**src/rtl/reg_file_clr.sv**
```systemverilog
// Two-read, one-write register file with a self-timed zero-fill sweep.
// Reset and clear requests both run the sweep; reads return zero while it runs.
module reg_file_clr #(
    parameter int N        = 32,
    parameter int DEPTH    = 16,
    parameter int ZERO_REG = 0,
    parameter int BYPASS   = 1,
    localparam int AW      = $clog2(DEPTH)
) (
    input  logic          clk,
    input  logic          rst_n,
    input  logic [AW-1:0] address1_i,
    input  logic [AW-1:0] address2_i,
    input  logic [AW-1:0] address3_i,
    input  logic [N-1:0]  write_data_i,
    input  logic          write_enable_i,
    input  logic          clear_req_i,
    output logic [N-1:0]  output1_o,
    output logic [N-1:0]  output2_o,
    output logic          busy_o,
    output logic          clear_done_o
);

    localparam logic [0:0] IDLE  = 1'b0;
    localparam logic [0:0] CLEAR = 1'b1;

    logic [0:0]    state;
    logic [AW-1:0] cnt;
    logic [N-1:0]  regs [DEPTH];
    logic          last;
    logic          wr_ok;

    assign busy_o       = (state == CLEAR);
    assign last         = (cnt == AW'(DEPTH - 1));
    assign clear_done_o = busy_o && last;
    assign wr_ok        = write_enable_i &&
                          !(ZERO_REG != 0 && address3_i == '0);

    always_ff @(posedge clk or negedge rst_n) begin
        if (!rst_n) begin
            state <= CLEAR;
            cnt   <= '0;
        end else begin
            unique case (state)
                IDLE: begin
                    if (clear_req_i) begin
                        state <= CLEAR;
                        cnt   <= '0;
                    end
                end
                CLEAR: begin
                    cnt <= cnt + AW'(1);
                    if (last) state <= IDLE;
                end
                default: begin
                    state <= CLEAR;
                    cnt   <= '0;
                end
            endcase
        end
    end

    // The array itself is never reset; only the sweep zeroes it.
    always_ff @(posedge clk) begin
        if (busy_o) begin
            regs[cnt] <= '0;
        end else if (wr_ok) begin
            regs[address3_i] <= write_data_i;
        end
    end

    function automatic logic [N-1:0] rd(input logic [AW-1:0] a);
        logic [N-1:0] v;
        v = regs[a];
        if (BYPASS != 0 && write_enable_i && a == address3_i) begin
            v = write_data_i;
        end
        if (ZERO_REG != 0 && a == '0) v = '0;
        if (busy_o) v = '0;
        return v;
    endfunction

    always_comb begin
        output1_o = rd(address1_i);
        output2_o = rd(address2_i);
    end

endmodule
```
**config.mk**
```make
export PLATFORM = sky130hd
export DESIGN_NAME = reg_file_clr
export DESIGN_NICKNAME = d
export VERILOG_FILES = /design/src/rtl/reg_file_clr.sv
export SDC_FILE = /design/constraint.sdc
export NUM_CORES = 1
export LEC_CHECK = 0
export BUFFER_PORTS_ARGS = -buffer_cell sky130_fd_sc_hd__buf_2
export CORE_UTILIZATION = 35
export DETAILED_ROUTE_END_ITERATION = 12
export HOLD_SLACK_MARGIN = 0.02
export PLACE_DENSITY = 0.52
export SLEW_MARGIN = 10
export SYNTH_ARGS = -nofsm -noshare
export SYNTH_HDL_FRONTEND = slang
export SYNTH_SLANG_ARGS = --single-unit
```
**constraint.sdc**
```tcl
create_clock -name clk -period 3.9 [get_ports clk]
set_input_delay 0.585 -clock clk [delete_from_list [all_inputs] [get_ports clk]]
set_output_delay 0.585 -clock clk [all_outputs]
set_load 0.05 [all_outputs]
```
# Word level (Yosys, flattened, before mapping)
# Memory sizes are Yosys's and may differ from the RTL's.
# Cells that the tools add are included.
[word_totals] ram_bits=512 reg_bits=5 n_memories=1 out_inout_bits=66
[op_classes] bitwise_logic=1 mux=17 add_sub_neg=1 eq_ne=4 reduce_logical=4
[mem_list] memory="regs" depth=16 word_bits=32 read_ports=2 rd_clocked_by_memory_dff=0 wr=1 line_no="29" source="logic [N-1:0] regs [DEPTH];"
[ops] operator="32-bit two-way mux" n=5
[ops] operator="32-bit OR reduction" n=1
[ops] operator="4-bit equality test" n=2
[ops] operator="1-bit two-way mux" n=8
[ops] operator="4-bit two-way mux" n=2
[ops] operator="4-bit one-hot mux with 2 select lines" n=1
[ops] operator="4-bit by 1-bit adder with 4-bit output, second input constant" n=1
[ops] operator="4-bit equality test, second input constant" n=1
[ops] operator="1-bit logical AND" n=3
[ops] operator="2-bit != test, second input constant" n=1
[ops] operator="1-bit one-hot mux with 2 select lines" n=1
[ops] operator="1-bit NOT" n=1

# Longest topological paths before layout
# Gate-level depths: netlist of the first run.
[depth] ltp_word=5 mapped_depth=7

# Worst setup path after synthesis of the first run
# Ideal clock, no wire load.
[synth_path] path_kind="flip-flop to flip-flop" start="register state (netlist: busy_o)" end="memory regs[10][0] (enable)" required_ps=3479 path_stages_with_launch=5 n_path_buf=2 setup_ps=421 period_less_slack_ps=3280 slack_ps=620 t_arrival_ps=2859 path_cell_list="dfstp_2 > clkbuf_1 > buf_1 > a31oi_1 > nor2_1"
[synth_between] elab_chain_len=4 elab_cells_between_ends=7
[synth_lines] item="from (decl)" line_no="27" source="logic [0:0] state;"
[synth_lines] item="from (signal assigned)" line_no="41" source="state <= CLEAR;"
[synth_lines] item="from (signal assigned)" line_no="47" source="state <= CLEAR;"
[synth_lines] item="from (signal assigned)" line_no="53" source="if (last) state <= IDLE;"
[synth_lines] item="1-bit two-way mux" line_no="65" source="if (busy_o) begin"
[synth_lines] item="1-bit two-way mux (not written as such)" line_no="68" source="regs[address3_i] <= write_data_i;"
[synth_lines] item="32-bit OR reduction (no line)"
[synth_lines] item="4-bit two-way mux (no line) / 1-bit two-way mux (equally long branches)"
[synth_lines] item="to (decl)" line_no="29"
# Several ways; a longest one is shown, not always the timed one.

# Worst setup path in the final report of the first run
[layout_path] start="register state (netlist: busy_o)" end="output port output1_o[19]"
[layout_between] elab_chain_len=1
[layout_lines] item="32-bit two-way mux" line_no="79" source="if (busy_o) v = '0;"
[layout_lines] item="to (decl)" line_no="18" source="output logic [N-1:0] output1_o,"
# No other way between the ends.

==> qor.txt, run 1 <==
synthesized cell area: 0.0243 sq mm
Fin Hold WS: 0.208 ns
Top delay family on crit path: flip-flops
Die W: 265 microns
Slew headroom: 0.281
synth top area cells: edfxtp_1, mux4_2, a22oi_1
register area share after synthesis: 0.639
GR Overflow Total: 0
LEAKAGE: 9.60 nW
via/cell ratio: 5.84
ratio of cells with drive above 1 in the final layout: 0.391
Total GRT Usage: 0.205
crit path launch: busy_o
run status: finished, final reports clean
Synth area leader: edfxtp_1
most common cell in the synthesized netlist: edfxtp_1
CP peak stage delay: 0.81 ns
Core Rows: 96
ys flop type: edfxtp_1
Placeable Area: 0.0686 sq mm
Highest Clock Rate: 293 MHz
Clock Tree Buf Depth: 3
wire per inst: 30.2 microns
syn_nets: 1297
Critical Path Fanout Max: 21
Starting Density: 0.354
input/output buffers: 113
synthesized area per cell: 19.5 sq um
CP Buf/Inv Count: 3
CTS root buffer: clkbuf_16
Pins Over Slew Limit: 0
complex-gate fraction of the synthesized area: 0.0657
unrepaired setup endpoints after global routing: no
WP data arrival: 2.83 ns
largest family of logic cells by synthesized area: multiplexers
R2R Path Start: busy_o
Die Area: 0.0704 sq mm
total CTS buffers: 55
skew final: 0.0200 ns
Final #Nets: 1449
reg2reg setup slack: 0.97 ns
largest net degree at the start of global routing: 51
Post-Synth XOR/XNOR Area: 0.00361
Placed Area: 0.0266 sq mm
synth unique cells: 34
Worst Setup Path Type: reg -> out
Pre-antenna DRT Iters: 7
post-synthesis adder-cell area fraction: 0.000515
Tmin final: 3.41 ns
reg2reg path depth: 6
nature of the critical path endpoint: primary output
Max rail drop VDD: 0.381 mV
setup total negative slack: 0 ns
Synth-to-Final Area Change: 16.9%
setup bufs post-CTS: 0
initial antenna violation count: 3
Yosys Warn Count: 0
clk sink count: 517
pre-CTS WS: 0.581 ns
Placer Congestion: 0.786
Crit path top cell by count: buf_4
Hold Fails Final Rpt: 0
CTS tree: done
max-cap viol count: 0
R2R Path End: regs[13][16]
required time worst endpoint: 3.31 ns
hold crit path type: in -> reg
PnR worst setup slack: 0.487 ns
Power Density: 599 mW/mm^2
endpoints failing setup: 0
final cycle utilization of the critical path: 0.875
DRC: 0
Synth Register Bits: 517
CP cell instances: nor2b_4, buf_4, and2_2, buf_4, a22o_1, buf_2
Post-synth EDFFs: 512
die height: 265 microns
Post-DRT Antenna Nets: 0
Iter 0 DRT Violations: 1102
number of global-route vias before repair: 14800
first-pass GRT wire length: 103 mm
clk slew on worst S/H paths: 0.06 ns
htree depth: 2
Synth top area share: 0.633
Synth Instances: 1248
worst skew pair latency: 0.61 ns
Setup crit start kind: flip-flop
Worst Setup EP: output1_o[19]
DP HPWL: 43.5 mm
number of cells on the critical path: 6
Slowest-stage cell, CP: dfstp_2
final instance area: 0.0284 sq mm
Post-synth ARST share: 0.00967
Synth top cells by count: edfxtp_1, mux4_2, a22oi_1, nand2_1, a22o_1
Ports: 114
Post-Synth Simple-Gate Area: 0.0286
multiplexer share of the synthesized area: 0.238
total number of vias: 13900
Post-Route WL: 71.7 mm
worst-margin pin slew: 1.07 ns
report_power, final:
part	internal [mW]	total (mW)	switching, mW
registers	7.36	7.76	0.401
clock network	3.03	5.26	2.23
logic	1.38	3.98	2.60
total	11.8	17.0	5.22
repair_timing:
item | 4_1_cts | 5_1_grt
resized for setup | 0 | 0
hold buffers | 1 | 0
endpoints found under the hold margin | 5 | 0
worst reg2reg max path, stage by stage, from the launching register on:
cell,delay (ns)
dfstp_2,0.81
nor2b_4,0.08
buf_4,0.29
nor3b_1,0.28
a31oi_1,0.21
nor2_4,0.61
buf_12,0.30
through the flow:
step                total power [mW]  std cells  utilization
finish                          17.0       2378        0.414
global placement                11.8       2273        0.387
global route                    17.6       2378        0.414
detailed placement              11.9       2273        0.387
CTS                             17.1       2377        0.414
floorplan                       10.1       1248            -
cell type report:
| cell class | instances | area [sq um] |
|---|---|---|
| clock buffers | 68 | 1450 |
| multi-input cells | 619 | 8380 |
| repair buffers | 204 | 1530 |
| diodes | 1 | 2.50 |
| clock inverters | 35 | 349 |
| flip-flops and latches | 517 | 15500 |
| inverters | 3 | 11.3 |
| well taps | 931 | 1160 |
| fillers | 6116 | 40200 |
kinds of logic (layout without fill, tap and decap cells):
family	after synthesis	after routing
flip-flops	517	517
multiplexers	258	258
AO/OA/AOI/OAI	204	204
AND/OR/NAND/NOR	146	146
buffers and inverters	112	310
XOR/XNOR	10	10
adder cells (fa/ha/maj)	1	1
other	0	1
flip-flops by register name, summed over array words and instances, names as in the netlist:
register / cells
regs: 512
busy_o: 1
cnt: 4
cells in the final DEF, fill, tap and decap left out, drive strengths merged, types with 4 or more instances in the layout:
master	count
nor2b	5
mux4	256
nand2	71
xor2	9
inv	4
a22oi	128
dfrtp	4
nor2	21
clkinv	27
a31oi	5
buf	201
bufinv	6
clkbuf	70
and2	36
edfxtp	512
a22o	64
metal layers:
layer	share of wire	track usage	wire length, microns	vias to the layer above
met5	0	0	0	-
met3	0.059	0.0325	4240	115
met1	0.41	0.271	29600	7574
met2	0.50	0.349	36100	478
li1	-	-	-	5725
met4	0.026	0.0603	1850	0
worst min-delay path by stage:
stage                      from      to  slack (ns)  cells after the start
global route        clear_req_i  cnt[2]        0.22                      2
detailed placement        rst_n  cnt[0]        0.40                      1
finish              clear_req_i  cnt[2]        0.21                      2
floorplan                 rst_n  cnt[0]        0.29                      0
global placement          rst_n  cnt[0]        0.40                      1
CTS                 clear_req_i  cnt[2]        0.19                      2
No activity file was read; power rests on OpenSTA's default activity.
==> inputs of run 2 (changes only) <==
BUFFER_PORTS_ARGS = -buffer_cell sky130_fd_sc_hd__buf_4   (was -buffer_cell sky130_fd_sc_hd__buf_2)
==> qor.txt, run 2 (synthesis gave the netlist of run 1 again) <==
run status: finished, final reports clean
final cycle utilization of the critical path: 0.872 (-0.00319)
worst-margin pin slew: 1.06 ns (-0.0135 ns)
setup total negative slack: 0 ns (unchanged)
Layout Utilization: 0.417 (+0.00295)
Placeable Area: 0.0686 sq mm (unchanged)
# fillers: 5998 (-1.9%)
largest net degree at the start of global routing: 51 (unchanged)
first-pass GRT wire length: 105 mm (+1.6%)
htree depth: 2 (unchanged)
Pre-antenna DRT Iters: 5 (-2)
wire per inst: 31.1 microns (+2.9%)
Slowest-stage cell, CP: nor4_1
DP HPWL: 42.1 mm (-3.4%)
Core Rows: 96 (unchanged)
Final #Nets: 1426 (-1.6%)
Max rail drop VDD: 0.330 mV (-13%)
Total GRT Usage: 0.210 (+0.00476)
CTS tree: done
Placed Area: 0.0268 sq mm (+0.87%)
Critical Path Fanout Max: 18 (-14%)
Placer Congestion: 0.757 (-3.7%)
required time worst endpoint: 3.31 ns (about the same)
final instance area: 0.0286 sq mm (+0.71%)
area of the multi-input gates: 0.00838 sq mm (unchanged)
Storage cell area: 0.0155 sq mm (unchanged)
Largest register FFs: 512 (unchanged)
post-CTS resize count: 0 (unchanged)
Post-Route WL: 73.1 mm (+1.9%)
number of global-route vias before repair: 14600 (-1.7%)
pre-CTS WS: 0.497 ns (-0.0840 ns)
Setup crit start kind: input pin
skew final: 0.0135 ns (-0.00648 ns)
Iter 0 DRT Violations: 1259 (+14%)
total number of vias: 14000 (+0.59%)
clk sink count: 517 (unchanged)
Starting Density: 0.354 (unchanged)
WP data arrival: 2.82 ns (about the same)
CP cell instances: clkbuf_8, xor2_1, nor4_1, and2_2, buf_4, a22o_1, buf_4
Post-DRT Antenna Nets: 0 (unchanged)
hold buffer count at CTS: 1 (unchanged)
Die W: 265 microns (unchanged)
PnR worst setup slack: 0.500 ns (+0.0124 ns)
setup bufs post-CTS: 0 (unchanged)
clk slew on worst S/H paths: 0.06 ns (about the same)
initial antenna violation count: 0 (-3)
input/output buffers: 113 (unchanged)
ANT cells: 0 (-1)
max-cap viol count: 0 (unchanged)
total CTS buffers: 56 (+1.8%)
commonest cells after routing, fill and taps aside: edfxtp_1, mux4_2, buf_4, a22oi_1, nand2_1
Highest Clock Rate: 294 MHz (+0.37%)
unrepaired setup endpoints after global routing: no
Tmin final: 3.40 ns (-0.0124 ns)
Biggest register: regs
ratio of cells with drive above 1 in the final layout: 0.383 (-0.00843)
Power Density: 596 mW/mm^2 (-0.41%)
Crit path top cell by count: buf_4
die height: 265 microns (unchanged)
Pins Over Slew Limit: 0 (unchanged)
GR Overflow Total: 0 (unchanged)
LEAKAGE: 9.54 nW (-0.66%)
DRC: 0 (unchanged)
CTS root buffer: clkbuf_16
worst skew pair latency: 0.60 ns (about the same)
endpoints failing setup: 0 (unchanged)
Worst Setup Path Type: in -> out
hold crit path type: in -> reg
overall power: 17.0 mW (+0.30%)
Hold Fails Final Rpt: 0 (unchanged)
CP Buf/Inv Count: 3 (unchanged)
Top delay family on crit path: simple AND/OR/NAND/NOR gates
Clock Tree Buf Depth: 3 (unchanged)
most common cell after layout, fill and taps aside: edfxtp_1
nature of the critical path endpoint: primary output
Ports: 114 (unchanged)
CP peak stage delay: 0.70 ns (-0.11 ns)
via/cell ratio: 5.94 (+1.6%)
Slew headroom: 0.291 (+0.00908)
Die Area: 0.0704 sq mm (unchanged)
Synth-to-Final Area Change: 17.7%
## run 2: worst paths after layout
kind | startpoint | end | slack, ns | cells after the start
min reg2reg | cnt[3] | cnt[3] | 0.65 | 2
max in group asynchronous | rst_n | busy_o | 3.38 | 2
max reg2reg | busy_o | regs[1][18] | 0.91 | 5
max | address1_i[0] | output1_o[19] | 0.50 | 7
min | clear_req_i | cnt[2] | 0.18 | 2
min in group asynchronous | rst_n | cnt[0] | 0.32 | 2
## run 2: area by class of cell
| class | instances | area share |
|---|---|---|
| Inverter | 3 | 0.000394 |
| Clock buffer | 69 | 0.0515 |
| Multi-Input combinational cell | 619 | 0.293 |
| Timing Repair Buffer | 180 | 0.0616 |
| Sequential cell | 517 | 0.542 |
| Clock inverter | 35 | 0.0105 |
| Tap cell | 931 | 0.0408 |
## run 2: metrics by stage
step | hold WS (ns) | std cells
after floorplan | 0.289 | 1248
after global placement | 0.392 | 2249
after detailed placement | 0.394 | 2249
after CTS | 0.147 | 2354
after global routing | 0.158 | 2354
final | 0.184 | 2354
## run 2: routing by layer
| layer | vias up | track usage | wire, microns |
|---|---|---|---|
| li1 | 5687 | - | - |
| met1 | 7591 | 0.280 | 30100 |
| met2 | 584 | 0.356 | 36800 |
| met3 | 112 | 0.0340 | 4370 |
| met4 | 0 | 0.0569 | 1760 |
| met5 | - | 0 | 0 |
## run 2: report_power, final
group	switching (mW)	internal, mW
clock network	2.19	3.00
logic	2.63	1.46
registers	0.407	7.36
total	5.23	11.8
